[src/rtl/int2float_pipe.sv]
// Three-stage elastic integer-to-float encoder with selectable
// rounding, overflow saturation and a saturation event counter.
module int2float_pipe #(
    parameter int IN_W   = 11,
    parameter int MAN_W  = 4,
    parameter int EXP_W  = 3,
    parameter int SIGNED = 0,
    parameter int CNT_W  = 16
) (
    input  logic             clk,
    input  logic             rst_n,
    input  logic             in_valid,
    output logic             in_ready,
    input  logic [IN_W-1:0]  in_data,
    input  logic             in_rnd,
    output logic             out_valid,
    input  logic             out_ready,
    output logic             out_sign,
    output logic [EXP_W-1:0] out_exp,
    output logic [MAN_W-1:0] out_man,
    output logic             out_inexact,
    output logic             out_ovf,
    output logic [CNT_W-1:0] sat_cnt,
    input  logic             sat_clr
);

    localparam int LW = $clog2(IN_W + 2);
    // Internal exponent is wide enough for the rounding carry and the limit.
    localparam int XW = ((LW > EXP_W) ? LW : EXP_W) + 1;
    localparam logic [XW-1:0] EMAX = XW'((1 << EXP_W) - 1);

    logic             v1_q, v1_d, v2_q, v2_d, v3_q, v3_d;
    logic [IN_W-1:0]  mag1_q, mag1_d;
    logic             sgn1_q, sgn1_d, rnd1_q, rnd1_d;
    logic [XW-1:0]    exp2_q, exp2_d;
    logic [MAN_W-1:0] man2_q, man2_d;
    logic             g2_q, g2_d, st2_q, st2_d;
    logic             sgn2_q, sgn2_d, rnd2_q, rnd2_d;
    logic             sgn3_q, sgn3_d, inx3_q, inx3_d, ovf3_q, ovf3_d;
    logic [EXP_W-1:0] exp3_q, exp3_d;
    logic [MAN_W-1:0] man3_q, man3_d;
    logic [CNT_W-1:0] cnt_q, cnt_d;

    logic adv3, ld3, adv2, ld2, adv1, in_fire, out_fire;

    assign out_fire = v3_q & out_ready;
    assign adv3     = ~v3_q | out_ready;
    assign ld3      = v2_q & adv3;
    assign adv2     = ~v2_q | adv3;
    assign ld2      = v1_q & adv2;
    assign adv1     = ~v1_q | adv2;
    assign in_fire  = in_valid & adv1;

    assign in_ready    = adv1;
    assign out_valid   = v3_q;
    assign out_sign    = sgn3_q;
    assign out_exp     = exp3_q;
    assign out_man     = man3_q;
    assign out_inexact = inx3_q;
    assign out_ovf     = ovf3_q;
    assign sat_cnt     = cnt_q;

    logic [IN_W-1:0] mag_in;
    logic            sgn_in;
    logic [LW-1:0]   lead;
    logic            big;
    logic [XW-1:0]   sh, sm1;
    logic [IN_W-1:0] gmask, smask;

    always_comb begin
        sgn_in = 1'b0;
        mag_in = in_data;
        if (SIGNED != 0 && in_data[IN_W-1]) begin
            sgn_in = 1'b1;
            mag_in = ~in_data + 1'b1;
        end
        lead = '0;
        for (int i = 0; i < IN_W; i++) begin
            if (mag1_q[i]) lead = LW'(i);
        end
        big   = |(mag1_q >> MAN_W);
        sh    = XW'(lead) - XW'(MAN_W - 1);
        sm1   = sh - XW'(1);
        gmask = {{(IN_W-1){1'b0}}, 1'b1} << sm1;
        smask = gmask - 1'b1;

        v1_d   = in_fire | (v1_q & ~ld2);
        mag1_d = in_fire ? mag_in : mag1_q;
        sgn1_d = in_fire ? sgn_in : sgn1_q;
        rnd1_d = in_fire ? in_rnd : rnd1_q;

        v2_d   = ld2 | (v2_q & ~ld3);
        exp2_d = exp2_q;
        man2_d = man2_q;
        g2_d   = g2_q;
        st2_d  = st2_q;
        sgn2_d = sgn2_q;
        rnd2_d = rnd2_q;
        if (ld2) begin
            exp2_d = big ? sh : '0;
            man2_d = big ? MAN_W'(mag1_q >> sh) : mag1_q[MAN_W-1:0];
            g2_d   = big & |(mag1_q & gmask);
            st2_d  = big & |(mag1_q & smask);
            sgn2_d = sgn1_q;
            rnd2_d = rnd1_q;
        end
    end

    logic             rnd_up, ovf;
    logic [MAN_W:0]   manp;
    logic [XW-1:0]    exp_r;
    logic [MAN_W-1:0] man_r;

    always_comb begin
        rnd_up = rnd2_q & g2_q & (st2_q | man2_q[0]);
        manp   = {1'b0, man2_q} + {{MAN_W{1'b0}}, rnd_up};
        exp_r  = exp2_q + {{(XW-1){1'b0}}, manp[MAN_W]};
        man_r  = manp[MAN_W] ? {1'b1, {(MAN_W-1){1'b0}}}
                             : manp[MAN_W-1:0];
        ovf    = exp_r > EMAX;

        v3_d   = ld3 | (v3_q & ~out_fire);
        sgn3_d = sgn3_q;
        exp3_d = exp3_q;
        man3_d = man3_q;
        inx3_d = inx3_q;
        ovf3_d = ovf3_q;
        if (ld3) begin
            sgn3_d = sgn2_q;
            exp3_d = ovf ? '1 : exp_r[EXP_W-1:0];
            man3_d = ovf ? '1 : man_r;
            inx3_d = g2_q | st2_q | ovf;
            ovf3_d = ovf;
        end

        cnt_d = cnt_q;
        if (sat_clr) begin
            cnt_d = '0;
        end else if (out_fire & ovf3_q & ~&cnt_q) begin
            cnt_d = cnt_q + 1'b1;
        end
    end

    always_ff @(posedge clk or negedge rst_n) begin
        if (!rst_n) begin
            v1_q   <= 1'b0;
            v2_q   <= 1'b0;
            v3_q   <= 1'b0;
            mag1_q <= '0;
            sgn1_q <= 1'b0;
            rnd1_q <= 1'b0;
            exp2_q <= '0;
            man2_q <= '0;
            g2_q   <= 1'b0;
            st2_q  <= 1'b0;
            sgn2_q <= 1'b0;
            rnd2_q <= 1'b0;
            sgn3_q <= 1'b0;
            exp3_q <= '0;
            man3_q <= '0;
            inx3_q <= 1'b0;
            ovf3_q <= 1'b0;
            cnt_q  <= '0;
        end else begin
            v1_q   <= v1_d;
            v2_q   <= v2_d;
            v3_q   <= v3_d;
            mag1_q <= mag1_d;
            sgn1_q <= sgn1_d;
            rnd1_q <= rnd1_d;
            exp2_q <= exp2_d;
            man2_q <= man2_d;
            g2_q   <= g2_d;
            st2_q  <= st2_d;
            sgn2_q <= sgn2_d;
            rnd2_q <= rnd2_d;
            sgn3_q <= sgn3_d;
            exp3_q <= exp3_d;
            man3_q <= man3_d;
            inx3_q <= inx3_d;
            ovf3_q <= ovf3_d;
            cnt_q  <= cnt_d;
        end
    end

endmodule
[config.mk]
export PLATFORM = sky130hd
export DESIGN_NAME = int2float_pipe
export DESIGN_NICKNAME = d
export VERILOG_FILES = /design/src/rtl/int2float_pipe.sv
export SDC_FILE = /design/constraint.sdc
export NUM_CORES = 1
export LEC_CHECK = 0
export BUFFER_PORTS_ARGS = -buffer_cell sky130_fd_sc_hd__buf_2
export CORE_MARGIN = 10
export CORE_UTILIZATION = 50
export CTS_CLUSTER_DIAMETER = 120
export DETAILED_ROUTE_END_ITERATION = 8
export GPL_TIMING_DRIVEN = 0
export PLACE_DENSITY = 0.76
export SYNTH_ARGS = -nofsm -noshare
export SYNTH_HDL_FRONTEND = slang
export SYNTH_SLANG_ARGS = --single-unit
[constraint.sdc]
create_clock -name clk -period 10.19 [get_ports clk]
set_input_delay 0.5095 -clock clk [delete_from_list [all_inputs] [get_ports clk]]
set_output_delay 0.5095 -clock clk [all_outputs]
set_load 0.005 [all_outputs]
==> impl_metrics.py, run 1 <==
metrics = {
    "pwr": {
        "clkPwrFrac": 0.248,
        "power.internal_mw": 0.4427,
        "leakagePower_nw": 1.685,
        "power_density_nw_per_um2": 182.2,
        "power_frac_comb": 0.356,
        "p_sw_mw": 0.2346,
        "vdd.ir_drop.worst_mv": 0.1283,
        "power_frac_seq": 0.396,
        "switching_share": 0.3464,
        "power.total_mw": 0.6772,
    },
    "global_routing": {
        "grt_overflow_total": 0,
        "grt_max_degree": 53,
        "grt_pass1_vias": 2793,
        "grt_usage": 0.1594,
        "antenna_found_initial": 0,
        "grt_pass1_wl_mm": 13.60,
    },
    "route": {
        "num_vias": 2740,
        "wl_mm": 7.690,
        "firstDrtPassIters": 4,
        "drcViolationCount": 0,
        "wl_per_cell_um": 16.12,
        "vias_per_cell": 5.744,
        "ant_nets": 0,
        "drt-initial-drc-count": 192,
    },
    "synthesis": {
        "syn_nets": 378,
        "yosysMostFrequentCell": "dfrtp_1",
        "ys_types": 68,
        "ys_top_cells_by_count": "dfrtp_1, nand2_1, nor2_1",
        "syn_avg_cell_area_sq_um": 9.352,
        "synth_cells": 350,
        "ys_ff_latch": 52,
        "synth_top_area_frac": 0.3976,
        "synth_area_leaders": "dfrtp_1, mux2_2, nand2_1, nor2_1, ha_1",
        "yosys.area.top_type": "dfrtp_1",
        "async_flop_share": 1.000,
        "syn_area_sq_um": 3273,
        "synth-edff-count": 0,
        "seq_area_frac_synth": 0.3976,
        "synthFlopType": "dfrtp_1",
        "yosysWarnings": 0,
    },
    "timing": {
        "tightest_slew_ns": 1.104,
        "rsz0062_at_grt": "no",
        "fmax_ghz": 0.2463,
        "slew_headroom": 0.2639,
        "min_period_ns": 4.060,
        "clock_skew_ns": 0.01155,
        "final_hold_viol_count": 0,
        "drv_slew": 0,
        "worst_slack_ns": 6.130,
        "min_period_over_period": 0.3984,
        "setup_viol": 0,
        "tns_ns": 0,
    },
    "worst_setup_path": {
        "startpoint_type": "register",
        "crit_type": "reg2reg",
        "crit_arrival_ns": 4.24,
        "cp-end-kind": "register",
        "cp_max_fo": 10,
        "worst-endpoint-required_ns": 10.37,
    },
    "floorplanning": {
        "rows": 29,
        "initial_utilization": 0.5155,
        "core_area_sq_um": 6350,
        "die_area_sq_um": 10180,
        "die_y_um": 100.9,
        "ios": 45,
        "die_w_um": 100.9,
    },
    "finish": {
        "area_delta_synth_final_pct": 13.57,
        "finalNetCount": 427,
        "drive_gt1_frac": 0.2275,
        "stdcell_count": 477,
        "diodes": 0,
    },
    "clock_tree": {
        "cts-root-buf": "clkbuf_8",
        "cts_resized": 0,
        "cts_tree": "built",
        "cts_setup_buffers": 0,
        "hold_buffers": 0,
        "clock_latency_ns": 0.30,
        "cts_num_sinks": 52,
        "cts_inserted_buffers": 5,
        "h-tree-depth": 2,
        "cts.path.max_buffers": 2,
        "path_clk_slew_ns": 0.10,
    },
    "placed_design": {
        "place_ws_ns": 6.233,
        "placed_cells": 469,
        "hpwl_mm": 5.817,
        "io_buffers": 42,
        "globalplace.congestion": 0.9075,
    },
    "outcome": {
        "status": "complete, no violations",
    },
    "flow_run": {
        "cap_violations": 0,
    },
    "worst_hold_path": {
        "hold_class": "in2async",
    },
}
metrics by stage:
step	area (sq um)	utilization	hold WS [ns]
floorplan	3273	-	0.2139
global placement	3580	0.5637	0.4572
detailed placement	3580	0.5637	0.4629
CTS	3717	0.5854	0.4021
global route	3717	0.5854	0.4118
finish	3717	0.5854	0.4006
worst paths after layout:
kind | cells after the start | slack, ns | to | from
worst min-delay path | 1 | 0.40 | out_exp[2]$_DFFE_PN0P_ | rst_n
max in group asynchronous | 1 | 9.09 | mag1_q[6]$_DFFE_PN0P_ | rst_n
worst max-delay path | 16 | 6.13 | st2_q$_DFFE_PN0P_ | mag1_q[7]$_DFFE_PN0P_
worst max register to register | 16 | 6.13 | st2_q$_DFFE_PN0P_ | mag1_q[7]$_DFFE_PN0P_
min in group clk | 2 | 0.41 | v1_q$_DFF_PN0_ | in_valid
worst min register to register | 2 | 0.48 | out_inexact$_DFFE_PN0P_ | out_inexact$_DFFE_PN0P_
state kept, by name, summed over array words and instances (netlist names):
name / count
out_exp: 3
out_ovf: 1
out_man: 4
out_valid: 1
v2_q: 1
v1_q: 1
g2_q: 1
sat_cnt: 16
rnd2_q: 1
rnd1_q: 1
st2_q: 1
out_inexact: 1
man2_q: 4
mag1_q: 11
exp2_q: 5
cell usage in the layout, fill, tap and decap left out, types with 2 or more instances in the layout:
cell	n
and2_1	2
nor2_1	39
nor2b_1	5
mux4_2	2
o31ai_1	2
dfrtp_1	52
nand2b_1	6
a31oi_1	2
inv_1	9
o21ai_0	17
xnor2_1	8
o22ai_1	4
clkbuf_8	5
a211o_1	2
nand2_1	39
clkbuf_1	8
o311ai_1	3
a211oi_1	4
a22oi_1	5
nand4_1	3
o311ai_0	2
mux2_2	13
buf_2	47
and3_1	5
nand3_1	14
nand2_2	2
a21oi_1	19
bufinv_16	2
buf_6	3
nor3_1	5
o21a_1	2
and4_1	5
xor2_1	13
mux2i_1	4
ha_1	11
cells by family after synthesis:
group | count (synthesis) | synth area share
multiplexers | 19 | 0.07072
adder cells (fa/ha/maj) | 11 | 0.04205
other | 1 | 0.001146
AND/OR/NAND/NOR | 136 | 0.2087
AO/OA/AOI/OAI | 79 | 0.1667
buffers and inverters | 29 | 0.04357
flip-flops | 52 | 0.3976
XOR/XNOR | 23 | 0.06958
worst max-delay path, cell delays in order (launching register included):
cell	delay, ns
dfrtp_1	0.44
clkbuf_1	0.28
inv_1	0.17
o311ai_0	0.14
a21oi_1	0.34
inv_1	0.14
ha_1	0.28
clkbuf_1	0.21
nor2b_1	0.20
o21ai_1	0.24
nand3_1	0.18
ha_1	0.31
inv_1	0.04
a221oi_1	0.30
o311ai_0	0.20
nor4_1	0.32
a22oi_1	0.15
metal layers:
layer	vias up	share of wire	track usage
met2	66	0.48	0.2624
met1	1316	0.46	0.2134
met3	6	0.048	0.02881
li1	1352	-	-
met5	-	0	0
met4	0	0.0053	0.03215
cell type report:
cell class                      instances  area [sq um]
Buffer                                 18         100.1
Clock buffer                            5         68.82
Clock inverter                          3         68.82
Fill cell                             574          2633
Inverter                               11         42.54
Multi-Input combinational cell        269          1829
Sequential cell                        52          1301
Tap cell                               77         96.34
Timing Repair Buffer                   42         210.2
power groups by stage:
stage | Clock, mW | Combinational [mW] | Sequential (mW)
detailed placement | 0 | 0.239 | 0.273
CTS | 0.172 | 0.241 | 0.269
finish | 0.168 | 0.241 | 0.268
global placement | 0 | 0.235 | 0.271
global route | 0.180 | 0.273 | 0.274
floorplan | 0 | 0.177 | 0.268
Power figures use the tool's default switching activity.
==> run 2, diff against run 1 <==
==> constraint.sdc (replaced) <==
create_clock -name clk -period 3.8 [get_ports clk]
set_input_delay 0.19 -clock clk [delete_from_list [all_inputs] [get_ports clk]]
set_output_delay 0.19 -clock clk [all_outputs]
set_load 0.005 [all_outputs]
==> impl_metrics.py, run 2 (synthesized netlist as in run 1, its figures left out) <==
metrics = {
    "clock_tree": {
        "clock_latency_ns": 0.30,
        "cts-root-buf": "clkbuf_8",
        "path_clk_slew_ns": 0.10,
        "cts_tree": "built",
        "h-tree-depth": 2,
        "cts.path.max_buffers": 2,
        "cts_inserted_buffers": 5,
        "hold_buffers": 0,
        "cts_num_sinks": 52,
    },
    "outcome": {
        "status": "complete, no violations",
    },
    "global_routing": {
        "grt_overflow_total": 0,
        "grt_max_degree": 53,
        "grt_pass1_vias": 2787,
        "grt_usage": 0.1594,
        "antenna_found_initial": 0,
        "grt_pass1_wl_mm": 13.61,
    },
    "timing": {
        "slew_headroom": 0.2405,
        "tightest_slew_ns": 1.139,
        "clock_skew_ns": 0.01144,
        "whs_ns": 0.08743,
        "final_hold_viol_count": 0,
        "setup_viol": 0,
        "drv_slew": 0,
        "min_period_ns": 3.541,
        "min_period_over_period": 0.9317,
        "fmax_ghz": 0.2824,
        "tns_ns": 0,
        "worst_slack_ns": 0.2594,
    },
    "route": {
        "drt-initial-drc-count": 228,
        "wl_per_cell_um": 16.49,
        "vias_per_cell": 5.798,
        "wl_mm": 7.849,
        "drcViolationCount": 0,
        "num_vias": 2760,
        "firstDrtPassIters": 4,
        "ant_nets": 0,
    },
    "finish": {
        "finalNetCount": 426,
        "final_common_cell": "dfrtp_1",
        "layout_common_cells": "dfrtp_1, buf_2, nor2_1, nand2_1, a21oi_1",
        "area_delta_synth_final_pct": 14.72,
        "diodes": 0,
        "drive_gt1_frac": 0.2456,
        "stdcell_area_sq_um": 3755,
        "largest_register_ffs": 16,
        "stdcell_count": 476,
    },
    "worst_setup_path": {
        "r2r-start": "mag1_q[2]$_DFFE_PN0P_",
        "startpoint_type": "register",
        "path_common_cell": "ha_1",
        "critPathMaxStageDelay_ns": 0.38,
        "cp_max_fo": 10,
        "crit_arrival_ns": 3.72,
        "worst-endpoint-required_ns": 3.98,
        "cp_cell_sequence": "buf_6, nand2b_1, a2111o_1, nand2_1, nand2_2, inv_4, ha_1, clkbuf_4, nor2b_1, o21ai_2, nand3_1, ha_1, inv_1, a221oi_1, o311ai_0, nor4_2, a22oi_1",
        "crit_type": "reg2reg",
        "r2r_cells": 17,
        "cp-end-kind": "register",
        "crit_slowest_cell": "dfrtp_1",
        "setup.worst_path.start": "mag1_q[2]$_DFFE_PN0P_",
    },
    "pwr": {
        "power_density_nw_per_um2": 490.9,
        "p_sw_mw": 0.6391,
        "vdd.ir_drop.worst_mv": 0.3454,
        "leakagePower_nw": 1.693,
        "power.internal_mw": 1.204,
        "clkPwrFrac": 0.244,
        "power_frac_comb": 0.363,
        "switching_share": 0.3467,
        "power_frac_seq": 0.393,
    },
    "placed_design": {
        "globalplace.congestion": 0.9075,
        "io_buffers": 42,
        "place_ws_ns": -0.1571,
        "hpwl_mm": 5.817,
        "placed_cells": 469,
        "placed_area_sq_um": 3580,
    },
    "floorplanning": {
        "die_w_um": 100.9,
        "die_y_um": 100.9,
        "core_area_sq_um": 6350,
        "rows": 29,
        "initial_utilization": 0.5155,
        "die_area_sq_um": 10180,
        "ios": 45,
    },
    "worst_hold_path": {
        "hold_class": "in2reg",
        "min-delay-start": "in_valid",
        "whs_path_depth": 2,
    },
    "flow_run": {
        "cap_violations": 0,
    },
}
[run 2: changes by cell type in the layout (fill, tap and decap cells not counted), sizes merged]
cell	change
clkbuf	-1
clkinv	-1
inv	+1
[run 2: cell type report]
class / count / area [sq um]
fill: 562 / 2595
multi-input combinational: 269 / 1858
sequential: 52 / 1303
timing repair buffer: 43 / 217.7
buffer: 16 / 98.84
tap: 77 / 96.34
clock buffer: 5 / 68.82
clock inverter: 3 / 68.82
inverter: 11 / 43.79
[run 2: path summary, 6_finish.rpt]
check / slack, ns / endpoint
max reg2reg: 0.26 / st2_q$_DFFE_PN0P_
min in group asynchronous: 0.10 / out_exp[2]$_DFFE_PN0P_
min: 0.09 / v1_q$_DFF_PN0_
max in group asynchronous: 2.92 / mag1_q[1]$_DFFE_PN0P_
min reg2reg: 0.48 / out_inexact$_DFFE_PN0P_
max: 0.26 / st2_q$_DFFE_PN0P_
[run 2: what timing repair did]
item	CTS	global route
pin swaps	1	2
buffers inserted	1	0
gates resized for setup	1	11
endpoints found under the setup margin	1	1
[run 2: power groups by stage]
stage	logic, mW	registers, mW	clock network, mW
5_1_grt	0.754	0.740	0.482
3_5_place_dp	0.641	0.731	0
4_1_cts	0.644	0.725	0.461
2_1_floorplan	0.474	0.719	0
6_report	0.669	0.724	0.450
3_3_place_gp	0.631	0.726	0
[run 2: per-layer routing]
layer  routed length, um  vias up  share of wire  track usage
li1                    -     1346              -            -
met1                3449     1323           0.44       0.2126
met2                3827       85           0.49       0.2634
met3                 513        6          0.065      0.02881
met4                  59        0         0.0075      0.03215
met5                   0        -              0            0
[run 2: critical path: cells and delay by family (launching register included)]
kind	cells	cell delay, ns
AO/OA/AOI/OAI	5	1.18
AND/OR/NAND/NOR	6	0.84
buffers and inverters	4	0.55
adder cells (fa/ha/maj)	2	0.47
flip-flops	1	0.38
[run 2: per-stage QoR]
step / util / total power, mW
2_1_floorplan: - / 1.193
3_3_place_gp: 0.5637 / 1.357
3_5_place_dp: 0.5637 / 1.372
4_1_cts: 0.5862 / 1.830
5_1_grt: 0.5913 / 1.977
6_report: 0.5913 / 1.843
==> run 3, diff against run 2 <==
--- a/config.mk
+++ b/config.mk
@@ -7,11 +7,12 @@
 export LEC_CHECK = 0
 export BUFFER_PORTS_ARGS = -buffer_cell sky130_fd_sc_hd__buf_2
 export CORE_MARGIN = 10
-export CORE_UTILIZATION = 50
+export CORE_UTILIZATION = 25
 export CTS_CLUSTER_DIAMETER = 120
 export DETAILED_ROUTE_END_ITERATION = 8
+export GPL_ROUTABILITY_DRIVEN = 0
 export GPL_TIMING_DRIVEN = 0
-export PLACE_DENSITY = 0.76
+export PLACE_DENSITY = 0.46
 export SYNTH_ARGS = -nofsm -noshare
 export SYNTH_HDL_FRONTEND = slang
 export SYNTH_SLANG_ARGS = --single-unit
==> impl_metrics.py, run 3 (synthesized netlist as in run 1, its figures left out) <==
metrics = {
    "outcome": {
        "status": "finished, violations left",
        "violations": "negative hold slack",
    },
    "placed_design": {
        "hpwl_mm": 6.565,
        "placed_area_sq_um": 3699,
        "placed_cells": 564,
        "place_ws_ns": -0.2389,
        "io_buffers": 42,
    },
    "route": {
        "drt-initial-drc-count": 292,
        "firstDrtPassIters": 5,
        "wl_met3_um": 492,
        "vias_per_cell": 4.907,
        "wl_mm": 8.867,
        "wl_per_cell_um": 15.53,
        "met1_length_mm": 4.338,
        "ant_nets": 0,
        "highest-signal-layer": "met4",
        "drcViolationCount": 0,
        "wl_met2_mm": 3.965,
        "num_vias": 2802,
    },
    "clock_tree": {
        "path_clk_slew_ns": 0.07,
        "cts_tree": "built",
        "cts_num_sinks": 52,
        "clock_latency_ns": 0.29,
        "hold_buffers": 0,
        "h-tree-depth": 2,
        "cts_inserted_buffers": 5,
        "cts.path.max_buffers": 2,
        "cts-root-buf": "clkbuf_16",
    },
    "global_routing": {
        "grt_usage": 0.09930,
        "grt_overflow_total": 0,
        "grt_pass1_vias": 2869,
        "grt_max_degree": 53,
        "antenna_found_initial": 0,
        "grt_pass1_wl_mm": 15.00,
    },
    "finish": {
        "drive_gt1_frac": 0.2456,
        "largest_register_ffs": 16,
        "finalNetCount": 426,
        "layout_common_cells": "dfrtp_1, buf_2, nor2_1, nand2_1, a21oi_1",
        "stdcell_count": 571,
        "area_delta_synth_final_pct": 19.38,
        "final_common_cell": "dfrtp_1",
        "stdcell_area_sq_um": 3908,
        "diodes": 0,
    },
    "floorplanning": {
        "rows": 41,
        "core_area_sq_um": 12720,
        "ios": 45,
        "die_y_um": 134.4,
        "die_w_um": 134.4,
        "initial_utilization": 0.2573,
        "die_area_sq_um": 18070,
    },
    "worst_setup_path": {
        "rrSetupSlack_ns": 0.26,
        "r2r-start": "mag1_q[7]$_DFFE_PN0P_",
        "startpoint_type": "register",
        "crit_arrival_ns": 3.75,
        "r2r_cells": 16,
        "cp-end-kind": "register",
        "setup.worst_path.start": "mag1_q[7]$_DFFE_PN0P_",
        "cp_max_fo": 10,
        "crit_type": "reg2reg",
        "worstReg2RegEnd": "st2_q$_DFFE_PN0P_",
        "crit_path_end": "st2_q$_DFFE_PN0P_",
        "worst-endpoint-required_ns": 4.01,
    },
    "timing": {
        "drv_slew": 0,
        "min_period_ns": 3.541,
        "fmax_ghz": 0.2824,
        "final_hold_viol_count": 52,
        "min_period_over_period": 0.9317,
        "slew_headroom": 0.5245,
        "clock_skew_ns": 0.007991,
        "tightest_slew_ns": 0.7100,
        "worst_slack_ns": 0.2594,
        "setup_viol": 0,
        "whs_ns": -0.06582,
        "tns_ns": 0,
    },
    "pwr": {
        "leakagePower_nw": 1.705,
        "power_density_nw_per_um2": 491.3,
        "vdd.ir_drop.worst_mv": 0.2047,
    },
    "flow_run": {
        "cap_violations": 0,
    },
    "worst_hold_path": {
        "hold_class": "in2async",
    },
}
run 3: worst min-delay path by stage:
stage | from | cells after the start | slack [ns] | end
finish | rst_n | 1 | -0.07 | g2_q$_DFFE_PN0P_
global route | rst_n | 1 | 0.002 | exp2_q[3]$_DFFE_PN0P_
CTS | in_valid | 2 | 0.1 | v1_q$_DFF_PN0_
detailed placement | in_valid | 2 | 0.41 | v1_q$_DFF_PN0_
global placement | in_valid | 2 | 0.41 | v1_q$_DFF_PN0_
floorplan | rst_n | 0 | -0.11 | exp2_q[0]$_DFFE_PN0P_
run 3: what timing repair did:
| item | 4_1_cts | 5_1_grt |
|---|---|---|
| endpoints found under the hold margin | 0 | 0 |
| gates cloned | 0 | 0 |
| gates resized for setup | 2 | 10 |
| endpoints found under the setup margin | 1 | 1 |
| pin swaps | 2 | 1 |
| setup buffers | 1 | 0 |
run 3: routing by layer:
| layer | vias up | track usage |
|---|---|---|
| li1 | 1346 | - |
| met3 | 7 | 0.02614 |
| met5 | - | 0 |
| met1 | 1367 | 0.1393 |
| met2 | 82 | 0.1455 |
| met4 | 0 | 0.02721 |
run 3: power by group:
part / leakage [nW] / switching [mW] / internal, mW
clock: 0.0808 / 0.200 / 0.310
sequential: 0.650 / 0.0778 / 0.649
combinational: 0.975 / 0.392 / 0.291
run 3: area by class of cell:
cell class / instances / area (sq um)
clock inverters: 2 / 35.03
clock buffers: 6 / 128.9
flip-flops and latches: 52 / 1303
plain buffers: 16 / 96.34
fillers: 1389 / 8815
repair buffers: 43 / 220.2
multi-input cells: 269 / 1863
inverters: 11 / 46.29
well taps: 172 / 215.2
run 3: worst max-delay path, cell delays in order, from the launching register on:
cell and delay (ns):
dfrtp_1 0.43, clkbuf_2 0.24, inv_1 0.17, o311ai_0 0.14, a21oi_1 0.21, inv_1 0.13, ha_1 0.20, clkbuf_4 0.20
nor2b_1 0.20, o21ai_2 0.14, nand3_2 0.12, ha_1 0.22, o31ai_2 0.15, a2111oi_0 0.48, a211o_1 0.19, nor4_2 0.05
a22oi_1 0.18
run 3: stage by stage:
stage | util | power [mW]
floorplan | - | 1.193
global placement | 0.2907 | 1.383
detailed placement | 0.2907 | 1.389
CTS | 0.3043 | 1.918
global route | 0.3071 | 2.064
finish | 0.3071 | 1.920
